### src/rtl/md5_range_counter_if.sv
// Handshake/bus bundle for md5_range_counter.
// Directions are named from the counter's side: _i into the counter, _o out of it.
interface md5_range_counter_if #(
  parameter int WIDTH = 32,
  parameter int LANES = 4
);
  logic                   clear_i;
  logic                   load_i;
  logic [WIDTH-1:0]       start_value_i;
  logic [WIDTH-1:0]       end_value_i;
  logic                   enable_i;
  logic                   step_i;
  logic                   ready_i;
  logic [LANES*WIDTH-1:0] counter_out_o;
  logic [LANES-1:0]       lane_valid_o;
  logic                   out_valid_o;
  logic                   running_o;
  logic                   done_o;
  logic                   error_o;

  // Controller / downstream side
  modport master (
    output clear_i, load_i, start_value_i, end_value_i, enable_i, step_i, ready_i,
    input  counter_out_o, lane_valid_o, out_valid_o, running_o, done_o, error_o
  );

  // Counter side
  modport slave (
    input  clear_i, load_i, start_value_i, end_value_i, enable_i, step_i, ready_i,
    output counter_out_o, lane_valid_o, out_valid_o, running_o, done_o, error_o
  );
endinterface

### src/rtl/md5_range_counter.sv
// Candidate-range generator: issues LANES consecutive values per accepted
// batch over an inclusive [start, end] range, with run/step/pause control,
// backpressure, partial-last-batch masking and wrap-free termination.
module md5_range_counter #(
  parameter int WIDTH = 32,
  parameter int LANES = 4
) (
  input logic                clk,
  input logic                rst,
  md5_range_counter_if.slave bus
);

  typedef enum logic [1:0] {IDLE, ARMED, RUN, DONE} state_t;

  state_t           state_q, state_d;
  logic [WIDTH-1:0] base_q, base_d;
  logic [WIDTH-1:0] end_q, end_d;
  logic             error_q, error_d;

  logic out_valid;
  logic fire;
  logic last_batch;
  logic load_ok;

  // Compare in WIDTH+1 bits so an end value of all-ones never wraps.
  assign last_batch = ({1'b0, base_q} + (WIDTH+1)'(LANES)) > {1'b0, end_q};
  assign load_ok    = bus.start_value_i <= bus.end_value_i;
  assign fire       = out_valid & bus.ready_i;

  // A batch is presented while running, or for a single step request in ARMED.
  always_comb begin
    out_valid = 1'b0;
    case (state_q)
      RUN:     out_valid = 1'b1;
      ARMED:   out_valid = bus.step_i & ~bus.enable_i;
      default: out_valid = 1'b0;
    endcase
  end

  // Next-state logic; priority is clear, load, enable, step.
  always_comb begin
    state_d = state_q;
    base_d  = base_q;
    end_d   = end_q;
    error_d = error_q;
    if (bus.clear_i) begin
      state_d = IDLE;
    end else begin
      case (state_q)
        IDLE, DONE: begin
          if (bus.load_i) begin
            if (load_ok) begin
              base_d  = bus.start_value_i;
              end_d   = bus.end_value_i;
              error_d = 1'b0;
              state_d = ARMED;
            end else begin
              error_d = 1'b1;
            end
          end
        end
        ARMED: begin
          if (bus.enable_i) begin
            state_d = RUN;
          end else if (fire) begin
            if (last_batch) state_d = DONE;
            else            base_d  = base_q + WIDTH'(LANES);
          end
        end
        RUN: begin
          // A batch accepted on the pausing cycle still advances base.
          if (fire && last_batch) begin
            state_d = DONE;
          end else begin
            if (fire) base_d = base_q + WIDTH'(LANES);
            if (!bus.enable_i) state_d = ARMED;
          end
        end
        default: state_d = IDLE;
      endcase
    end
  end

  // State and range registers.
  always_ff @(posedge clk or posedge rst) begin
    if (rst) begin
      state_q <= IDLE;
      base_q  <= '0;
      end_q   <= '0;
      error_q <= 1'b0;
    end else begin
      state_q <= state_d;
      base_q  <= base_d;
      end_q   <= end_d;
      error_q <= error_d;
    end
  end

  // Per-lane value and in-range mask; both are zero while IDLE.
  for (genvar gi = 0; gi < LANES; gi++) begin : g_lane
    assign bus.counter_out_o[gi*WIDTH +: WIDTH] =
      (state_q == IDLE) ? '0 : base_q + WIDTH'(gi);
    assign bus.lane_valid_o[gi] = (state_q != IDLE) &&
      (({1'b0, base_q} + (WIDTH+1)'(gi)) <= {1'b0, end_q});
  end

  assign bus.out_valid_o = out_valid;
  assign bus.running_o   = (state_q == RUN);
  assign bus.done_o      = (state_q == DONE);
  assign bus.error_o     = error_q;

endmodule

### src/flat_wrapper.sv
// flat-port wrapper written by rule: the top's interface ports become plain ports
module md5_range_counter_flat 
#(
  parameter int WIDTH = 32,
  parameter int LANES = 4
)
  (clk, rst, bus_clear_i, bus_load_i, bus_start_value_i, bus_end_value_i, bus_enable_i, bus_step_i, bus_ready_i, bus_counter_out_o, bus_lane_valid_o, bus_out_valid_o, bus_running_o, bus_done_o, bus_error_o);
  md5_range_counter_if #(.WIDTH(WIDTH), .LANES(LANES)) bus_i ();
  input logic clk;
  input logic rst;
  input wire logic [$bits(bus_i.clear_i)-1:0] bus_clear_i;
  input wire logic [$bits(bus_i.load_i)-1:0] bus_load_i;
  input wire logic [$bits(bus_i.start_value_i)-1:0] bus_start_value_i;
  input wire logic [$bits(bus_i.end_value_i)-1:0] bus_end_value_i;
  input wire logic [$bits(bus_i.enable_i)-1:0] bus_enable_i;
  input wire logic [$bits(bus_i.step_i)-1:0] bus_step_i;
  input wire logic [$bits(bus_i.ready_i)-1:0] bus_ready_i;
  output wire logic [$bits(bus_i.counter_out_o)-1:0] bus_counter_out_o;
  output wire logic [$bits(bus_i.lane_valid_o)-1:0] bus_lane_valid_o;
  output wire logic [$bits(bus_i.out_valid_o)-1:0] bus_out_valid_o;
  output wire logic [$bits(bus_i.running_o)-1:0] bus_running_o;
  output wire logic [$bits(bus_i.done_o)-1:0] bus_done_o;
  output wire logic [$bits(bus_i.error_o)-1:0] bus_error_o;
  assign bus_i.clear_i = bus_clear_i;
  assign bus_i.load_i = bus_load_i;
  assign bus_i.start_value_i = bus_start_value_i;
  assign bus_i.end_value_i = bus_end_value_i;
  assign bus_i.enable_i = bus_enable_i;
  assign bus_i.step_i = bus_step_i;
  assign bus_i.ready_i = bus_ready_i;
  assign bus_counter_out_o = bus_i.counter_out_o;
  assign bus_lane_valid_o = bus_i.lane_valid_o;
  assign bus_out_valid_o = bus_i.out_valid_o;
  assign bus_running_o = bus_i.running_o;
  assign bus_done_o = bus_i.done_o;
  assign bus_error_o = bus_i.error_o;
  md5_range_counter #(.WIDTH(WIDTH), .LANES(LANES)) u_core (.clk(clk), .rst(rst), .bus(bus_i));
endmodule
### config.mk
export PLATFORM = sky130hd
export DESIGN_NAME = md5_range_counter_flat
export DESIGN_NICKNAME = d
export VERILOG_FILES = /design/src/rtl/md5_range_counter_if.sv /design/src/rtl/md5_range_counter.sv /design/src/flat_wrapper.sv
export SDC_FILE = /design/constraint.sdc
export NUM_CORES = 1
export LEC_CHECK = 0
export BUFFER_PORTS_ARGS = -buffer_cell sky130_fd_sc_hd__buf_2
export CAP_MARGIN = 20
export CORE_ASPECT_RATIO = 1.25
export CORE_UTILIZATION = 60
export CTS_CLUSTER_DIAMETER = 100
export DETAILED_ROUTE_END_ITERATION = 12
export HOLD_SLACK_MARGIN = 0.06
export PLACE_DENSITY = 0.94
export SKIP_CTS_REPAIR_TIMING = 1
export SYNTH_ARGS = -nofsm -noshare
export SYNTH_HDL_FRONTEND = slang
export SYNTH_SLANG_ARGS = --single-unit
### constraint.sdc
create_clock -name clk -period 6.6 [get_ports clk]
set_input_delay 0.99 -clock clk [delete_from_list [all_inputs] [get_ports clk]]
set_output_delay 0.99 -clock clk [all_outputs]
set_load 0.1 [all_outputs]
### Word level (Yosys, flattened, before mapping)

Index checks and enable logic that the tools add are counted.

* $add $sub $neg: 8
* multiply operators: 0
* div/mod/pow operators: 0
* magnitude comparators: 6
* equal/unequal tests: 15
* shift-type cells: 0
* mux-type cells: 23
* bitwise operators: 4
* reductions and logical operators: 12

Operators by type and width (number)
* 32-bit 2-to-1 mux: 11
* 33-bit by 32-bit <= comparator with 1-bit output: 3
* 32-bit case mux with 3 select lines: 1
* 32-bit by 2-bit adder with 33-bit output (second input constant): 2
* 32-bit by 2-bit adder with 32-bit output (second input constant): 2
* 32-bit <= comparator: 2
* 32-bit by 1-bit adder with 33-bit output (second input constant): 1
* 32-bit by 3-bit adder with 33-bit output (second input constant): 1
* 33-bit by 32-bit > comparator with 1-bit output: 1
* 32-bit by 1-bit adder with 32-bit output (second input constant): 1
* 32-bit by 3-bit adder with 32-bit output (second input constant): 1
* 2-bit 2-to-1 mux: 8
* 4-bit by 3-bit inequality test with 1-bit output (second input constant): 3
* 2-bit inequality test (second input constant): 4
* 8-bit AND reduction: 1
* 2-bit by 1-bit inequality test with 1-bit output (second input constant): 3
* 2-bit case mux with 3 select lines: 1
* 1-bit logical AND: 5
* 5-bit AND reduction: 1
* 2-bit == test (second input constant): 2
* 4-bit AND reduction: 1
* 3-bit by 2-bit inequality test with 1-bit output (second input constant): 1
* 3-bit inequality test (second input constant): 1
* 3-bit AND reduction: 1
* 8 further kinds: 10

* register bits after elaboration: 67
* latch bits: 0
* memory bits (writable): 0
* bits in read-only memories: 0
* input port bits: 71
* output and inout port bits: 136
* word-level logic and storage cells: 72
* memories: 0

### Depth between registers and ports, before layout

Gate-level depths: netlist of the first run.

* depth after elaboration: 8
* gate-level depth with buffers: 18

### Worst setup path after synthesis of the first run

Ideal clock, no wire load.

* path type: register to output
* start point: register u_core.base_q[2]
* end point: output port bus_lane_valid_o[3]
* arrival time: 5.224 ns
* required time: 5.610 ns
* setup slack: 0.386 ns
* stages on the path, launching flop included: 17
* cell sequence: dfrtp_1 > ha_1 > nand3_2 > nor2_2 > nand3_1 > or3_1 > clkbuf_1 > nor4_1 > xor2_1 > ha_1 > a21oi_1 > nor2b_1 > o21ai_0 > nand2b_1 > a2111oi_0 > a21oi_1 > nor3_1

* word-level cells in the longest chain between the ends: 3

Ends and longest elaborated chain
* from (decl): RTL line md5_range_counter.sv:16 `logic [WIDTH-1:0] base_q, base_d;`
* from (signal assigned): RTL line md5_range_counter.sv:93 `base_q <= base_d;`
* 32-bit by 2-bit adder with 33-bit output: RTL line md5_range_counter.sv:104 `(({1'b0, base_q} + (WIDTH+1)'(gi)) <= {1'b0, end_q});`
* 33-bit by 32-bit <= comparator with 1-bit output: RTL line md5_range_counter.sv:104
* 1-bit logical AND: RTL line md5_range_counter.sv:103 `assign bus.lane_valid_o[gi] = (state_q != IDLE) &&`
* to (decl): RTL line flat_wrapper.sv:19 `output wire logic [$bits(bus_i.lane_valid_o)-1:0] bus_lane_valid_o;`

Every way passes these cells.

### Worst setup path after layout of the first run

* start point: register u_core.base_q[2]
* end point: output port bus_lane_valid_o[2]

The elaborated chain is that of the path after synthesis.

==> flow_metrics.py, run 1 <==
metrics = {
    "timing": {
        "worst_slew_margin_rel": 0.2592,
        "min_period_ns": 6.175,
        "clock.fmax_ghz": 0.1620,
        "slew_viol_final": 0,
        "clock_skew_ns": 0.009423,
        "final-setup-viol-count": 0,
        "fin_crit_sh": 0.9356,
        "tightest_slew_ns": 1.101,
        "fin_tns_setup_ns": 0,
        "rsz0062_at_grt": "false",
        "hold_viol": 0,
    },
    "final_layout": {
        "final_nets": 1766,
        "drive_above_1_share": 0.1678,
        "fin_cells": 1722,
        "antenna_cells": 0,
        "n_fill_cell": 1400,
        "final-seq-area_sq_um": 1677,
        "area_growth_pct": 13.54,
        "multi_input_area_sq_um": 8016,
    },
    "synth": {
        "synth_cell_type_count": 62,
        "async_flop_share": 1.000,
        "ys.flop_type": "dfrtp_1",
        "synth_xor_area_frac": 0.09834,
        "synth_edf_count": 0,
        "ys_ff_latch": 67,
        "syn_area_sq_um": 10330,
        "synth_adder_area_share": 0.2386,
        "syn_avg_cell_area_sq_um": 7.693,
        "synth_compound_area_frac": 0.1628,
        "ys_seq_area_frac": 0.1623,
        "syn-num-nets": 1611,
        "yosysWarnings": 0,
        "yosys.area_share.simple": 0.2561,
        "syn-instance-count": 1343,
        "synth_top_family_by_area": "simple AND/OR/NAND/NOR gates",
        "synth_mux_area_frac": 0.01817,
    },
    "worst_setup_path": {
        "slowest_stage": "dfrtp_1",
        "crit_type": "register to output pin",
        "startpoint_type": "register",
        "arrival_ns": 5.18,
        "worstPathCellList": "ha_1 -> nand3_2 -> nor2_2 -> nand3_1 -> or3_1 -> nor2_1 -> nand2_1 -> xnor2_1 -> ha_1 -> a21o_1 -> a21o_1 -> a21oi_1 -> o21ai_0 -> nand2_1 -> o2111ai_1 -> o311a_1 -> a21oi_1 -> buf_2",
        "max_stage_delay_ns": 0.59,
        "critPathRequiredTime_ns": 5.61,
        "critical_path.endpoint_type": "output pin",
        "path_max_fanout": 10,
    },
    "grt": {
        "grt_pass1_vias": 10300,
        "grt_max_degree": 85,
        "antenna_found_initial": 0,
        "grt_pass1_wl_um": 55490,
        "track_usage": 0.4085,
        "grt-ovfl-total": 0,
    },
    "floorplanning": {
        "die_y_um": 148.7,
        "core_area_sq_um": 16840,
        "start_util": 0.6134,
        "io_pins": 207,
        "row_count": 53,
        "die_area_sq_um": 17750,
        "fp.dieW_um": 119.4,
    },
    "clock_network": {
        "cts_sinks": 67,
        "clockBufferDepth": 2,
        "clockRootBuffer": "clkbuf_16",
        "cts_buffers": 9,
        "cts_tree": "yes",
        "clk_latency_ns": 0.36,
        "htreeDepth": 3,
        "path_clk_slew_ns": 0.07,
    },
    "placement": {
        "dp.cells": 1707,
        "port_buffers": 206,
        "dpl.hpwl_um": 28780,
        "gp_congestion": 1.034,
    },
    "run": {
        "drv_cap": 0,
    },
    "route": {
        "wirelength_um": 36490,
        "wl_per_cell_um": 21.19,
        "vias": 10820,
        "via_per_inst": 6.285,
        "drt-initial-drc-count": 944,
        "drc": 0,
        "firstDrtPassIters": 5,
        "antenna_left": 0,
    },
    "outcome": {
        "status": "finished, final reports clean",
    },
    "min_path": {
        "hold_class": "register to register",
    },
}
==> Yosys cell counts (3+ instances only) <==
library cell,n,area share
o21bai_1,4,0.0029
mux2i_1,15,0.015
a21o_1,45,0.033
inv_1,92,0.033
o2111ai_1,7,0.0059
or2_2,4,0.0024
nand4_1,44,0.027
or3_1,6,0.0036
o211ai_1,5,0.0036
nor3b_1,3,0.0022
and3_1,14,0.0085
buf_4,3,0.0022
o22ai_1,4,0.0024
nor3_1,21,0.010
nand2b_1,7,0.0042
nand3_1,37,0.018
clkbuf_1,39,0.014
nor2b_1,125,0.076
ha_1,197,0.24
xor2_1,38,0.032
xnor2_1,78,0.066
a221oi_1,8,0.0068
a21oi_1,72,0.035
o21a_1,5,0.0036
dfrtp_1,67,0.16
a2bb2oi_1,5,0.0042
nor4_1,12,0.0073
nand2_1,145,0.053
a22oi_1,4,0.0029
a211oi_1,4,0.0029
buf_2,22,0.011
o21ai_0,87,0.042
buf_1,9,0.0033
and4_1,5,0.0042
nor2_1,74,0.027
==> state kept, by name (all words and copies together) (netlist names) <==
signal / flops
u_core.base_q: 32
u_core.bus.error_o: 1
u_core.end_q: 32
u_core.state_q: 2
==> worst max-delay path: cells and delay by family, from the launching register on <==
family                     cells  cell delay, ns
AOI/OAI and AO/OA              7            1.10
xor gates and xnor gates       1            0.15
adders and majority gates      2            0.66
buffers and inverters          1            0.48
DFF                            1            0.59
and+or+nand+nor                7            1.82
==> layout by cell type, fill, tap and decap left out, drive strengths merged, types with 3 or more instances in the layout <==
master   instances
nor4            13
a21oi           72
o32ai            3
o21ai           88
o21bai           4
a21o            45
a211oi           4
nand2b           7
nor2b          125
nand2          145
nor3            22
o211ai           5
ha             197
nor3b            3
and2             3
nand3           38
o21a             5
mux2             3
a2bb2oi          5
nor2            75
a22oi            4
clkbuf          11
and4             7
a221oi           8
or2              4
nand4           45
and3            14
or3              6
inv             92
buf            217
o2111ai          7
xor2            38
o22ai            4
mux2i           15
dfrtp           67
xnor2           78
==> path summary, 6_finish.rpt <==
| kind | from | slack (ns) | to | cells past startpoint |
|---|---|---|---|---|
| worst max-delay path | u_core.base_q[2] | 0.43 | bus_lane_valid_o[2] | 18 |
| worst min-delay path | u_core.bus.error_o | 0.51 | u_core.bus.error_o | 1 |
| worst max register to register | u_core.base_q[8] | 0.71 | u_core.base_q[1] | 15 |
| worst min register to register | u_core.bus.error_o | 0.51 | u_core.bus.error_o | 1 |
| max in group asynchronous | rst | 5.07 | u_core.end_q[3] | 3 |
| min in group asynchronous | rst | 0.91 | u_core.base_q[16] | 3 |
==> routing by layer <==
| metal | global-route usage | up-vias | wire length, um |
|---|---|---|---|
| met1 | 0.4842 | 5006 | 13970 |
| met4 | 0.2794 | 0 | 2382 |
| li1 | - | 5000 | - |
| met5 | 0 | - | 0 |
| met3 | 0.05790 | 154 | 2981 |
| met2 | 0.6840 | 663 | 17150 |
==> metrics by stage <==
| step | setup WS [ns] | utilization | area (sq um) | hold WS (ns) |
|---|---|---|---|---|
| 6_report | 0.4253 | 0.6964 | 11730 | 0.5090 |
| 3_3_place_gp | 1.029 | 0.6784 | 11430 | 0.4871 |
| 5_1_grt | 0.2583 | 0.6964 | 11730 | 0.5338 |
| 2_1_floorplan | 0.3859 | - | 10330 | 0.5169 |
| 3_5_place_dp | 0.9602 | 0.6784 | 11430 | 0.4918 |
| 4_1_cts | 0.5546 | 0.6964 | 11730 | 0.5048 |
==> kinds of logic (layout without fill, tap and decap cells) <==
| logic type | after synthesis | in the layout |
|---|---|---|
| adders and majority gates | 197 | 197 |
| muxes | 18 | 18 |
| DFF | 67 | 67 |
| and+or+nand+nor | 511 | 511 |
| xor gates and xnor gates | 116 | 116 |
| AOI/OAI and AO/OA | 269 | 269 |
| buffers and inverters | 165 | 324 |
==> layout make-up <==
type / instances / share of cell area
multi-input combinational: 1111 / 0.6834
sequential: 67 / 0.1429
timing repair buffer: 217 / 0.09493
inverter: 92 / 0.02944
tap: 220 / 0.02347
clock buffer: 11 / 0.02155
clock inverter: 4 / 0.004267
Power of run 1 is left out: the tool's default activity adds up to more than one toggle a clock period on the data nets, which glitch-free logic cannot reach.
==> run 2: changes to the inputs <==
--- a/config.mk
+++ b/config.mk
@@ -8,11 +8,12 @@
 export BUFFER_PORTS_ARGS = -buffer_cell sky130_fd_sc_hd__buf_2
 export CAP_MARGIN = 20
 export CORE_ASPECT_RATIO = 1.25
-export CORE_UTILIZATION = 60
+export CORE_UTILIZATION = 58
 export CTS_CLUSTER_DIAMETER = 100
 export DETAILED_ROUTE_END_ITERATION = 12
+export GPL_TIMING_DRIVEN = 0
 export HOLD_SLACK_MARGIN = 0.06
-export PLACE_DENSITY = 0.94
+export PLACE_DENSITY = 0.92
 export SKIP_CTS_REPAIR_TIMING = 1
 export SYNTH_ARGS = -nofsm -noshare
 export SYNTH_HDL_FRONTEND = slang
==> constraint.sdc (replaced) <==
create_clock -name clk -period 6.8 [get_ports clk]
set_input_delay 1.02 -clock clk [delete_from_list [all_inputs] [get_ports clk]]
set_output_delay 1.02 -clock clk [all_outputs]
set_load 0.1 [all_outputs]
==> flow_metrics.py, run 2 (synthesis results as in run 1) <==
metrics = {
    "outcome": {
        "status": "finished, final reports clean",
    },
    "clock_network": {
        "cts_buffers": 9,
        "clockBufferDepth": 2,
        "cts_sinks": 67,
        "cts_tree": "yes",
        "htreeDepth": 3,
        "clockRootBuffer": "clkbuf_16",
        "path_clk_slew_ns": 0.07,
        "clk_latency_ns": 0.36,
    },
    "min_path": {
        "hold_class": "register to register",
    },
    "route": {
        "wl_per_cell_um": 23.19,
        "drt-initial-drc-count": 981,
        "via_per_inst": 6.367,
        "antenna_left": 0,
        "drc": 0,
        "vias": 11410,
        "wirelength_um": 41560,
        "firstDrtPassIters": 6,
    },
    "timing": {
        "fin_crit_sh": 0.9955,
        "tightest_slew_ns": 1.136,
        "worst_slew_margin_rel": 0.2356,
        "rsz0062_at_grt": "false",
        "clock.fmax_ghz": 0.1477,
        "final-setup-viol-count": 0,
        "fin_tns_setup_ns": 0,
        "slew_viol_final": 0,
        "min_period_ns": 6.769,
        "hold_viol": 0,
        "clock_skew_ns": 0.01012,
    },
    "floorplanning": {
        "start_util": 0.5927,
        "io_pins": 207,
        "row_count": 54,
        "die_area_sq_um": 18350,
        "fp.dieW_um": 121.4,
        "die_y_um": 151.2,
        "core_area_sq_um": 17430,
    },
    "final_layout": {
        "antenna_cells": 0,
        "final_nets": 1831,
        "final_common_cell": "buf_2",
        "fin_area_sq_um": 12020,
        "layout_common_cells": "buf_2, ha_1, nand2_1, nor2b_1, inv_1",
        "finalCoreUtilization": 0.6895,
        "fin_cells": 1792,
        "n_fill_cell": 1506,
        "area_growth_pct": 16.34,
        "reg.largest.list": "u_core.base_q (32), u_core.end_q (32), u_core.state_q (2)",
        "drive_above_1_share": 0.1716,
    },
    "worst_setup_path": {
        "crit_type": "register to output pin",
        "startpoint_type": "register",
        "critPathRequiredTime_ns": 5.78,
        "critical_path.endpoint_type": "output pin",
        "arrival_ns": 5.75,
        "slowest_stage": "nor4_1",
        "worstPathCellList": "clkbuf_1 -> inv_1 -> ha_1 -> a21oi_1 -> or3_1 -> clkbuf_1 -> nor2_1 -> nand2_1 -> xnor2_1 -> ha_1 -> nand4_1 -> nor4_1 -> a21oi_1 -> nand4_1 -> a21oi_1 -> nor3_1 -> buf_2",
        "max_stage_delay_ns": 0.85,
        "cp.buffers_inverters": 4,
        "path_delay_family": "simple AND/OR/NAND/NOR gates",
        "critPathMostFrequentCell": "a21oi_1",
        "path_max_fanout": 7,
    },
    "grt": {
        "grt_pass1_wl_um": 61050,
        "grt_pass1_vias": 10810,
        "grt-ovfl-total": 0,
        "track_usage": 0.4530,
        "antenna_found_initial": 0,
        "grt_max_degree": 65,
    },
    "placement": {
        "dpl.hpwl_um": 33160,
        "detailed_place.area_sq_um": 11700,
        "port_buffers": 206,
        "gp_congestion": 1.014,
        "dp.cells": 1776,
    },
    "run": {
        "drv_cap": 0,
    },
}
[run 2: cell count changes in the layout (fill, tap and decap cells not counted), sizes merged]
cell / change
clkbuf: +40
buf: +26
inv: +2
clkinv: -1
clkinvlp: -1
[run 2: path summary, 6_finish.rpt]
kind,start,slack [ns],cells after the start,end
max,u_core.base_q[1],0.03,17,bus_lane_valid_o[3]
max in group asynchronous,rst,5.72,3,u_core.base_q[28]
min,u_core.bus.error_o,0.51,1,u_core.bus.error_o
min in group asynchronous,rst,0.53,2,u_core.bus.error_o
max reg2reg,u_core.base_q[2],0.41,16,u_core.base_q[1]
min reg2reg,u_core.bus.error_o,0.51,1,u_core.bus.error_o
[run 2: cell type report]
type / count / area, sq um / share of cell area
plain buffers: 73 / 312.8 / 0.02603
clock buffers: 12 / 266.5 / 0.02217
clock inverters: 4 / 55.05 / 0.004580
inverters: 92 / 347.8 / 0.02894
multi-input cells: 1111 / 8003 / 0.6658
flip-flops and latches: 67 / 1677 / 0.1395
well taps: 224 / 280.3 / 0.02332
repair buffers: 209 / 1077 / 0.08963
[run 2: worst register-to-register path: cells and delay by family, from the launching register on]
family	cells	cell delay (ns)
adders and majority gates	2	0.66
AOI/OAI and AO/OA	3	1.16
DFF	1	0.45
and+or+nand+nor	8	3.32
xor gates and xnor gates	1	0.12
buffers and inverters	1	0.21
muxes	1	0.35
[run 2: per-layer routing]
metal	vias to the layer above	share of wire	GRT usage
met5	-	0	0
li1	5142	-	-
met3	193	0.089	0.07718
met4	0	0.074	0.3309
met2	750	0.46	0.7344
met1	5324	0.37	0.5380
[run 2: through the flow]
stage | hold WS (ns) | setup WS [ns]
2_1_floorplan | 0.5169 | 0.5559
3_3_place_gp | 0.4933 | 0.1790
3_5_place_dp | 0.4946 | 0.6653
4_1_cts | 0.5084 | 0.3031
5_1_grt | 0.5417 | 0.1066
6_report | 0.5051 | 0.03069
Power of run 2 is left out for the same reason.
==> run 3: changes to the inputs <==
--- a/config.mk
+++ b/config.mk
@@ -8,12 +8,12 @@
 export BUFFER_PORTS_ARGS = -buffer_cell sky130_fd_sc_hd__buf_2
 export CAP_MARGIN = 20
 export CORE_ASPECT_RATIO = 1.25
-export CORE_UTILIZATION = 58
-export CTS_CLUSTER_DIAMETER = 100
+export CORE_UTILIZATION = 50
+export CTS_CLUSTER_DIAMETER = 200
 export DETAILED_ROUTE_END_ITERATION = 12
 export GPL_TIMING_DRIVEN = 0
 export HOLD_SLACK_MARGIN = 0.06
-export PLACE_DENSITY = 0.92
+export PLACE_DENSITY = 0.82
 export SKIP_CTS_REPAIR_TIMING = 1
 export SYNTH_ARGS = -nofsm -noshare
 export SYNTH_HDL_FRONTEND = slang
==> flow_metrics.py, run 3 (synthesis results as in run 1) <==
metrics = {
    "outcome": {
        "status": "finished with violations",
        "violations": "negative setup slack",
    },
    "worst_setup_path": {
        "path_max_fanout": 7,
        "rrSetupSlack_ns": 0.50,
        "r2r-end": "u_core.base_q[1]",
        "crit_start": "u_core.base_q[1]",
        "startpoint_type": "register",
        "rr_worst_depth": 15,
        "arrival_ns": 5.82,
        "crit_type": "register to output pin",
        "cp-endpoint": "bus_lane_valid_o[3]",
        "critPathRequiredTime_ns": 5.78,
        "critical_path.endpoint_type": "output pin",
        "r2r-start": "u_core.base_q[13]",
    },
    "timing": {
        "hold_viol": 0,
        "finalWorstSetupSlack_ns": -0.04040,
        "whs_ns": 0.5133,
        "slew_viol_final": 0,
        "fin_crit_sh": 1.006,
        "fin_tns_setup_ns": -0.04040,
        "worst_slew_margin_rel": 0.1925,
        "min_period_ns": 6.840,
        "clock.fmax_ghz": 0.1462,
        "clock_skew_ns": 0.01433,
        "final-setup-viol-count": 1,
        "rsz0062_at_grt": "false",
        "tightest_slew_ns": 1.200,
    },
    "final_layout": {
        "final_nets": 1830,
        "antenna_cells": 0,
        "n_fill_cell": 1979,
        "area_growth_pct": 16.82,
        "final-seq-area_sq_um": 1677,
        "drive_above_1_share": 0.1710,
        "final_common_cell": "buf_2",
        "multi_input_area_sq_um": 8003,
        "layout_common_cells": "buf_2, ha_1, nand2_1, nor2b_1, inv_1",
        "fin_area_sq_um": 12070,
        "reg.largest.list": "u_core.base_q (32), u_core.end_q (32), u_core.state_q (2)",
    },
    "grt": {
        "grt_pass1_vias": 10640,
        "grt_pass1_wl_um": 61870,
        "grt_max_degree": 65,
        "track_usage": 0.4025,
        "antenna_found_initial": 0,
        "grt-ovfl-total": 0,
    },
    "clock_network": {
        "clk_latency_ns": 0.36,
        "cts_sinks": 67,
        "cts_buffers": 9,
        "cts_tree": "yes",
        "clockRootBuffer": "clkbuf_16",
        "htreeDepth": 3,
        "path_clk_slew_ns": 0.07,
        "clockBufferDepth": 2,
    },
    "route": {
        "antenna_left": 0,
        "drt-initial-drc-count": 998,
        "via_per_inst": 5.999,
        "drc": 0,
        "wl_per_cell_um": 22.79,
        "wirelength_um": 41860,
        "firstDrtPassIters": 8,
        "vias": 11020,
    },
    "placement": {
        "dpl.hpwl_um": 33870,
        "detailed_place.area_sq_um": 11750,
        "port_buffers": 206,
        "gp_congestion": 1.019,
    },
    "floorplanning": {
        "die_y_um": 162.7,
        "core_area_sq_um": 20170,
        "row_count": 58,
        "die_area_sq_um": 21250,
        "start_util": 0.5121,
        "io_pins": 207,
        "fp.dieW_um": 130.6,
    },
    "run": {
        "drv_cap": 0,
    },
    "min_path": {
        "hold_class": "register to register",
        "whs_path_depth": 1,
        "holdCritStartpoint": "u_core.bus.error_o",
    },
}
==> run 3: changes by cell type in the layout (fill, tap and decap cells not counted), sizes merged <==
cell  delta
buf      -1
==> run 3: worst min path at each step <==
stage | slack [ns] | end
CTS | 0.51 | u_core.bus.error_o
global route | 0.54 | u_core.bus.error_o
finish | 0.51 | u_core.bus.error_o
detailed placement | 0.50 | u_core.bus.error_o
global placement | 0.49 | u_core.bus.error_o
floorplan | 0.52 | u_core.end_q[0]
==> run 3: critical path, cell delays in order, from the launching register on <==
cell and delay, ns:
dfrtp_1 0.43, clkbuf_1 0.42, inv_1 0.32, ha_1 0.29
a21oi_1 0.54, or3_1 0.19, clkbuf_1 0.34, nor2_1 0.18
nand2_1 0.12, xnor2_1 0.09, ha_1 0.32, nand4_1 0.20
nor4_1 0.67, a21oi_1 0.20, nand4_1 0.17, a21oi_1 0.05
nor3_1 0.41, buf_2 0.52
==> run 3: metal layers <==
layer  GRT usage  share of wire  vias up
met2      0.6409           0.46      615
met1      0.4901           0.39     5109
met3     0.07096          0.077      169
li1            -              -     5127
met5           0              0        -
met4      0.2738          0.072        0
==> run 3: through the flow <==
step,util,setup slack (ns),std cells
after floorplan,-,0.5559,1343
after global placement,0.5799,0.1947,1819
after detailed placement,0.5823,0.6028,1821
after CTS,0.5982,0.1912,1837
after global routing,0.5982,0.01461,1837
final,0.5982,-0.04040,1837
==> run 3: layout make-up <==
type,instances,area share
well taps,270,0.02799
flip-flops and latches,67,0.1389
clock buffers,12,0.02208
repair buffers,208,0.08864
multi-input cells,1111,0.6631
inverters,92,0.02882
clock inverters,4,0.004561
plain buffers,73,0.02592
Power of run 3 is left out for the same reason.
